`src/rtl/i2s_tx_if.sv`:
```
// Sample-pair handshake between a PCM source and the I2S transmitter.
interface i2s_tx_if #(
  parameter int unsigned FRAME = 24
) ();
  logic [FRAME-1:0] l_data_i;
  logic [FRAME-1:0] r_data_i;
  logic             valid_i;
  logic             ready_o;

  modport master (
    output l_data_i,
    output r_data_i,
    output valid_i,
    input  ready_o
  );

  modport slave (
    input  l_data_i,
    input  r_data_i,
    input  valid_i,
    output ready_o
  );
endinterface

```
`src/rtl/i2s_tx.sv`:
```
// I2S master transmitter: buffers one L/R pair and serializes it MSB first with the I2S one-bit delay.
// Build option I2S_TX_REPEAT_EN: on underrun repeat the last pair instead of sending silence.
module i2s_tx #(
  parameter int unsigned FRAME   = 24,
  parameter int unsigned SLOT    = 32,
  parameter int unsigned MCK_DIV = 4
) (
  input  logic    mck_i,
  input  logic    rst_i,
  i2s_tx_if.slave smp,
  output logic    bck_o,
  output logic    lrck_o,
  output logic    data_o,
  output logic    underrun_o
);

  localparam int unsigned DIV_W = (MCK_DIV > 1) ? $clog2(MCK_DIV) : 1;
  localparam int unsigned POS_W = $clog2(2 * SLOT);

  localparam logic [DIV_W-1:0] DIV_LAST = DIV_W'(MCK_DIV - 1);
  localparam logic [DIV_W-1:0] DIV_HALF = DIV_W'(MCK_DIV / 2);
  localparam logic [POS_W-1:0] POS_LAST = POS_W'(2 * SLOT - 1);
  localparam logic [POS_W-1:0] SLOT_P   = POS_W'(SLOT);
  localparam logic [POS_W-1:0] FRAME_P  = POS_W'(FRAME);

  logic [DIV_W-1:0] div_cnt;
  logic [POS_W-1:0] pos;
  logic             full;
  logic             ready_q;
  logic [FRAME-1:0] buf_l;
  logic [FRAME-1:0] buf_r;
  logic [FRAME-1:0] sh_l;
  logic [FRAME-1:0] sh_r;

  logic             hs_c;
  logic             fall_c;
  logic             load_c;
  logic             right_c;
  logic             active_c;
  logic             full_nxt;
  logic [DIV_W-1:0] div_nxt;
  logic [POS_W-1:0] pos_nxt;
  logic [POS_W-1:0] k_c;

  assign smp.ready_o = ready_q;

  // Next-state terms: divider wrap is the BCK falling edge, position and slot bit index follow it.
  always_comb begin
    hs_c     = smp.valid_i & ready_q;
    fall_c   = (div_cnt == DIV_LAST);
    div_nxt  = fall_c ? '0 : div_cnt + DIV_W'(1);
    pos_nxt  = pos;
    if (fall_c) begin
      pos_nxt = (pos == POS_LAST) ? '0 : pos + POS_W'(1);
    end
    load_c   = fall_c && (pos_nxt == '0);
    right_c  = (pos_nxt >= SLOT_P);
    k_c      = right_c ? pos_nxt - SLOT_P : pos_nxt;
    active_c = fall_c && (k_c != '0) && (k_c <= FRAME_P);
    // A load frees the buffer before a same-edge handshake refills it for the next frame.
    full_nxt = full;
    if (load_c) begin
      full_nxt = 1'b0;
    end
    if (hs_c) begin
      full_nxt = 1'b1;
    end
  end

  always_ff @(posedge mck_i or posedge rst_i) begin
    if (rst_i) begin
      div_cnt    <= '0;
      pos        <= POS_LAST;
      full       <= 1'b0;
      ready_q    <= 1'b0;
      buf_l      <= '0;
      buf_r      <= '0;
      sh_l       <= '0;
      sh_r       <= '0;
      bck_o      <= 1'b0;
      lrck_o     <= 1'b1;
      data_o     <= 1'b0;
      underrun_o <= 1'b0;
    end else begin
      div_cnt    <= div_nxt;
      bck_o      <= (div_nxt >= DIV_HALF);
      full       <= full_nxt;
      ready_q    <= ~full_nxt;
      underrun_o <= 1'b0;

      if (hs_c) begin
        buf_l <= smp.l_data_i;
        buf_r <= smp.r_data_i;
      end

      if (fall_c) begin
        pos    <= pos_nxt;
        lrck_o <= right_c;
        data_o <= 1'b0;
      end

      // Rotate rather than shift so a full slot leaves the sample intact for repeats.
      if (active_c) begin
        if (right_c) begin
          data_o <= sh_r[FRAME-1];
          sh_r   <= {sh_r[FRAME-2:0], sh_r[FRAME-1]};
        end else begin
          data_o <= sh_l[FRAME-1];
          sh_l   <= {sh_l[FRAME-2:0], sh_l[FRAME-1]};
        end
      end

      if (load_c) begin
        if (full) begin
          sh_l <= buf_l;
          sh_r <= buf_r;
        end else begin
          underrun_o <= 1'b1;
`ifdef I2S_TX_REPEAT_EN
`else
          sh_l <= '0;
          sh_r <= '0;
`endif
        end
      end
    end
  end

endmodule

```
`src/flat_wrapper.sv`:
```
// flat-port wrapper written by rule: the top's interface ports become plain ports
module i2s_tx_flat 
#(
  parameter int unsigned FRAME   = 24,
  parameter int unsigned SLOT    = 32,
  parameter int unsigned MCK_DIV = 4
)
  (mck_i, rst_i, bck_o, lrck_o, data_o, underrun_o, smp_l_data_i, smp_r_data_i, smp_valid_i, smp_ready_o);
  i2s_tx_if #(.FRAME(FRAME)) smp_i ();
  input  logic mck_i;
  input  logic rst_i;
  output logic bck_o;
  output logic lrck_o;
  output logic data_o;
  output logic underrun_o;
  input wire logic [$bits(smp_i.l_data_i)-1:0] smp_l_data_i;
  input wire logic [$bits(smp_i.r_data_i)-1:0] smp_r_data_i;
  input wire logic [$bits(smp_i.valid_i)-1:0] smp_valid_i;
  output wire logic [$bits(smp_i.ready_o)-1:0] smp_ready_o;
  assign smp_i.l_data_i = smp_l_data_i;
  assign smp_i.r_data_i = smp_r_data_i;
  assign smp_i.valid_i = smp_valid_i;
  assign smp_ready_o = smp_i.ready_o;
  i2s_tx #(.FRAME(FRAME), .SLOT(SLOT), .MCK_DIV(MCK_DIV)) u_core (.mck_i(mck_i), .rst_i(rst_i), .smp(smp_i), .bck_o(bck_o), .lrck_o(lrck_o), .data_o(data_o), .underrun_o(underrun_o));
endmodule
```
`config.mk`:
```
export PLATFORM = sky130hd
export DESIGN_NAME = i2s_tx_flat
export DESIGN_NICKNAME = d
export VERILOG_FILES = /design/src/rtl/i2s_tx_if.sv /design/src/rtl/i2s_tx.sv /design/src/flat_wrapper.sv
export SDC_FILE = /design/constraint.sdc
export NUM_CORES = 1
export LEC_CHECK = 0
export CORE_MARGIN = 4
export CORE_UTILIZATION = 45
export DETAILED_ROUTE_END_ITERATION = 12
export DONT_BUFFER_PORTS = 1
export GPL_ROUTABILITY_DRIVEN = 0
export HOLD_SLACK_MARGIN = 0.12
export PLACE_DENSITY = 0.63
export SYNTH_ARGS = -nofsm -noshare
export SYNTH_HDL_FRONTEND = slang
export SYNTH_SLANG_ARGS = --single-unit
```
`constraint.sdc`:
```
create_clock -name mck_i -period 9.38 [get_ports mck_i]
set_input_delay 0.938 -clock mck_i [delete_from_list [all_inputs] [get_ports mck_i]]
set_output_delay 0.938 -clock mck_i [all_outputs]
set_load 0.005 [all_outputs]
```
Word-level counts from Yosys, hierarchy flattened
Index checks and enable logic that the tools add are counted.

$add $sub $neg: 3. $lt $le $gt $ge: 3. Eq/ne operators: 3. Multiplexer cells: 19. Bitwise logic cells: 2. Reduce and logical (&&, ||, !) cells: 10.

Operators by type and width (number): $mux W24 (8); $mux W6 (3); $mux W1 (7); $add A6 B1 Y6 const B (1); $eq A6 B6 Y1 const B (1); $ge A6 B6 Y1 const B (1); $le A6 B5 Y1 const B (1); $logic_not A6 Y1 (1); $reduce_bool A2 Y1 (3); $reduce_bool A6 Y1 (1); $sub A6 B6 Y6 const B (1); $reduce_and A2 Y1 (2); $logic_and A1 B1 Y1 (3); $add A2 B1 Y2 const B (1); $eq A2 B2 Y1 const B (1); $ge A2 B2 Y1 const B (1); $mux W2 (1); $ne A2 B1 Y1 const B (1); $and A1 B1 Y1 (1); $not A1 Y1 (1).

Register bits after elaboration: 110. Logic and storage cells: 52.

Depth between registers and ports, before layout
Depth in word-level cells: 10. Gate-level depth with buffers: 10.

Least setup slack after synthesis
No wires, ideal clock.

Path kind: register -> register. From: reg u_core.pos[0]. To: reg u_core.sh_l[0]. Data arrival time: 1.967 ns. Setup slack: 7.275 ns. Cell stages (with the launch flop): 10. Buffers on the path: 2. Clock period less this slack: 2.105 ns. Cell sequence: dfstp_2 ha_1 and3b_1 o31ai_2 nand2_1 and3_1 buf_4 buf_4 nand3_1 a31oi_1.

Word-level cells in the longest chain between the ends: 10.

RTL lines: start, declared (RTL line i2s_tx.sv:27) `logic [POS_W-1:0] pos;`; start signal, assigned (RTL line i2s_tx.sv:97) `pos <= pos_nxt;`; $add A6 B1 Y6 or $eq A6 B6 Y1 (tied branches) (RTL line i2s_tx.sv:54) `pos_nxt = (pos == POS_LAST) ? '0 : pos + POS_W'(1);`; $mux W6 (RTL line i2s_tx.sv:54); $mux W6 * (RTL line i2s_tx.sv:53) `if (fall_c) begin`; branches (longest 7 deep; another with $sub A6 B6 Y6); end signal, assigned (RTL line i2s_tx.sv:109) `sh_l <= {sh_l[FRAME-2:0], sh_l[FRAME-1]};`; end signal, assigned (RTL line i2s_tx.sv:115) `sh_l <= buf_l;`; end, declared (RTL line i2s_tx.sv:32) `logic [FRAME-1:0] sh_l;`.

Every way passes the cells marked *. A chain may end at the register's enable or synchronous reset.

==> results_dict.tcl <==
set metrics [dict create \
    floorplan.initialDensity_pct 46.4 \
    finalSetupViolations 0 \
    cp-start-kind "flip-flop" \
    hpwl_um 5790 \
    global_route.overflow_total 0 \
    netlist.top_cell.by_area "dfrtp_1" \
    h-tree-depth 3 \
    timing.critical_path.to_type "flip-flop" \
    peakVddDrop_mv 0.0696 \
    critical_path.max_stage_delay_ns 0.76 \
    final_core_util_pct 48.2 \
    drt.antenna.violating_nets 0 \
    slowest_cp_cell "nand3_2" \
    wire_per_inst_um 15.9 \
    cts_root_buf "clkbuf_8" \
    layout.cell_area.non_filler_mm2 0.00502 \
    cells_along_the_critical_path "ha_1 -> nor3_1 -> o21ai_0 -> nand2_1 -> nand3_2 -> a22oi_1 -> a21oi_1" \
    initial_antenna_violation_count 2 \
    ys_top_cells_by_count "dfrtp_1, nor2_1, mux2_2" \
    dieArea_mm2 0.0125 \
    p_leak_nw 2.26 \
    die_w_um 112 \
    cts-resized-gates 0 \
    boundaryPins 56 \
    synth.yosys.warnings 0 \
    placed_instances 539 \
    synthMostInstantiatedCell "dfrtp_1" \
    placementRows 37 \
    core-area_mm2 0.0104 \
    use_met1_pct 20.3 \
    finish.net_count 468 \
    rsz0062_at_grt "no" \
    post_synth_instance_area_mm2 0.00484 \
    clk_path_buf_depth 2 \
    cp_data_arrival_time_ns 3.31 \
    path_clk_slew_ns 0.09 \
    outcome "finished, final reports clean" \
    cts_setup_buffers 0 \
    drive_gt1_share_pct 19.7 \
    post_route_clock_skew_ns 0.00987 \
    via_per_inst 5.64 \
    clock_power_share_pct 36.6 \
    use_met3_pct 3.26 \
    grt_pass1_wl_um 15400 \
    post_dp_cell_area_mm2 0.00483 \
    groute.usage.overall_pct 15.1 \
    dieHeight_um 112 \
    grtUsageMet2_pct 23.0 \
    drt_wl_total_um 8820 \
    synthArstFlopShare_pct 100 \
    fmax_ghz 0.322 \
    critPathTopFamily "simple AND/OR/NAND/NOR gates" \
    io_buffer_count 0 \
    drt_first_pass_iters 5 \
    worst-slew-pin-transition_ns 0.945 \
    p_int_w 0.000598 \
    clock-sinks 109 \
    syn_area_per_cell_um2 11.1 \
    combPwrFrac_pct 1.2 \
    syn_to_final_growth_pct 3.70 \
    grt_max_degree 59 \
    worst_slew_margin_rel_pct 36.9 \
    period_minus_slack_ns 3.10 \
    synth_nets 488 \
    drv_slew 0 \
    crit_required_ns 9.59 \
    layout_worst_path_cycle_share_pct 33.1 \
    cts_hold_buffers 0 \
    hold_class "reg -> reg" \
    power.net_switching_w 0.000157 \
    tritoncts "done" \
    worstPathMaxFanout 49 \
    vias_in_the_first_global_route 3163 \
    synth_top_flop_cell "dfrtp_1" \
    postSynthRegisterBits 109 \
    totalNegativeSetupSlack_ns 0 \
    cp_num_buf_inv 0 \
    p_seq_share_pct 62.2 \
    cellPowerDensity_mw_per_mm2 151 \
    final_cell_count_no_fill 554 \
    synthDominantCellAreaShare_pct 52.8 \
    synth_area_leaders "dfrtp_1, mux2_2, nor2_1" \
    total_power_w 0.000755 \
    critical_path_start_end_classification "reg -> reg" \
    synth-edff-count 0 \
    synth-seq-area-share_pct 56.6 \
    tritoncts.num_buffers 9 \
    netSwitchingFraction_pct 20.8 \
    grt-busiest-layer "met2" \
    vias_post_dr 3126 \
    post_synth_num_cell_types 41 \
    drcViolationCount 0 \
    maxCapViolCount 0 \
    syn-instance-count 434 \
    drt-initial-drc-count 238 \
    report.final.hold_viol_count 0 \
    clock_latency_ns 0.37 \
]
## worst paths after layout
path,startpoint,end,slack (ns),cells after the start
worst min register to register,u_core.div_cnt[0],u_core.div_cnt[0],0.48,1
max in group asynchronous,rst_i,u_core.buf_r[8],7.69,2
worst max-delay path,u_core.bck_o,u_core.sh_r[10],6.28,7
min in group asynchronous,rst_i,u_core.buf_l[14],0.51,1
worst min-delay path,u_core.div_cnt[0],u_core.div_cnt[0],0.48,1
worst max register to register,u_core.bck_o,u_core.sh_r[10],6.28,7
## flip-flops by register name, summed over array words and instances, names as in the netlist
signal              flops
u_core.buf_l           24
u_core.buf_r           24
u_core.sh_l            24
u_core.sh_r            24
u_core.pos              6
u_core.bck_o            1
u_core.data_o           1
u_core.div_cnt          1
u_core.full             1
u_core.lrck_o           1
u_core.smp.ready_o      1
u_core.underrun_o       1
## cell families after synthesis
family / Yosys count / share of synthesized area [%]
flops: 109 / 56.6
simple gates: 129 / 12.1
fa+ha+maj: 3 / 0.776
compound gates: 99 / 13.5
mux: 51 / 11.8
buf+inv: 39 / 4.55
xor+xnor: 4 / 0.724
## cells in the final DEF, fill, tap and decap left out, types with 7 or more instances in the layout
cell type    n
a21oi_1     26
a22oi_1     24
a31oi_1     29
clkbuf_8    10
dfrtp_1    102
dfstp_2      7
mux2_2      49
nand2_1     32
nand3_1     25
nor2_1      51
## worst register-to-register path, delay by kind of cell (launching register included)
kind,cells,cell delay [ns]
compound gates,3,0.77
fa+ha+maj,1,0.41
flops,1,0.42
simple gates,3,1.35
## power by group through the flow
stage                     Clock [W]  Combinational (W)  Sequential (W)
after global placement            0         0.00000986        0.000479
after global routing       0.000303          0.0000111        0.000470
after detailed placement          0          0.0000100        0.000479
after CTS                  0.000283          0.0000100        0.000470
final                      0.000276         0.00000925        0.000470
after floorplan                   0         0.00000702        0.000479
## area by class of cell
type / instances / area [um^2]
Fill cell: 968 / 5400
Sequential cell: 109 / 2740
Multi-Input combinational cell: 286 / 1880
Tap cell: 136 / 170
Clock buffer: 12 / 145
Clock inverter: 2 / 35.0
Timing Repair Buffer: 3 / 22.5
Inverter: 5 / 21.3
Antenna cell: 1 / 2.50
## per-stage QoR
step                      worst slack, ns  hold slack (ns)
after floorplan                      5.58            0.426
after global placement               6.40            0.442
after detailed placement             6.26            0.467
after CTS                            6.25            0.482
after global routing                 5.92            0.505
final                                6.28            0.480
## per-layer routing
metal,part of all wire (%),wire [um]
met1,47,4120
met2,47,4110
met3,3.5,307
met4,3.1,272
met5,0.11,10
(Power assumes the default switching activity.)
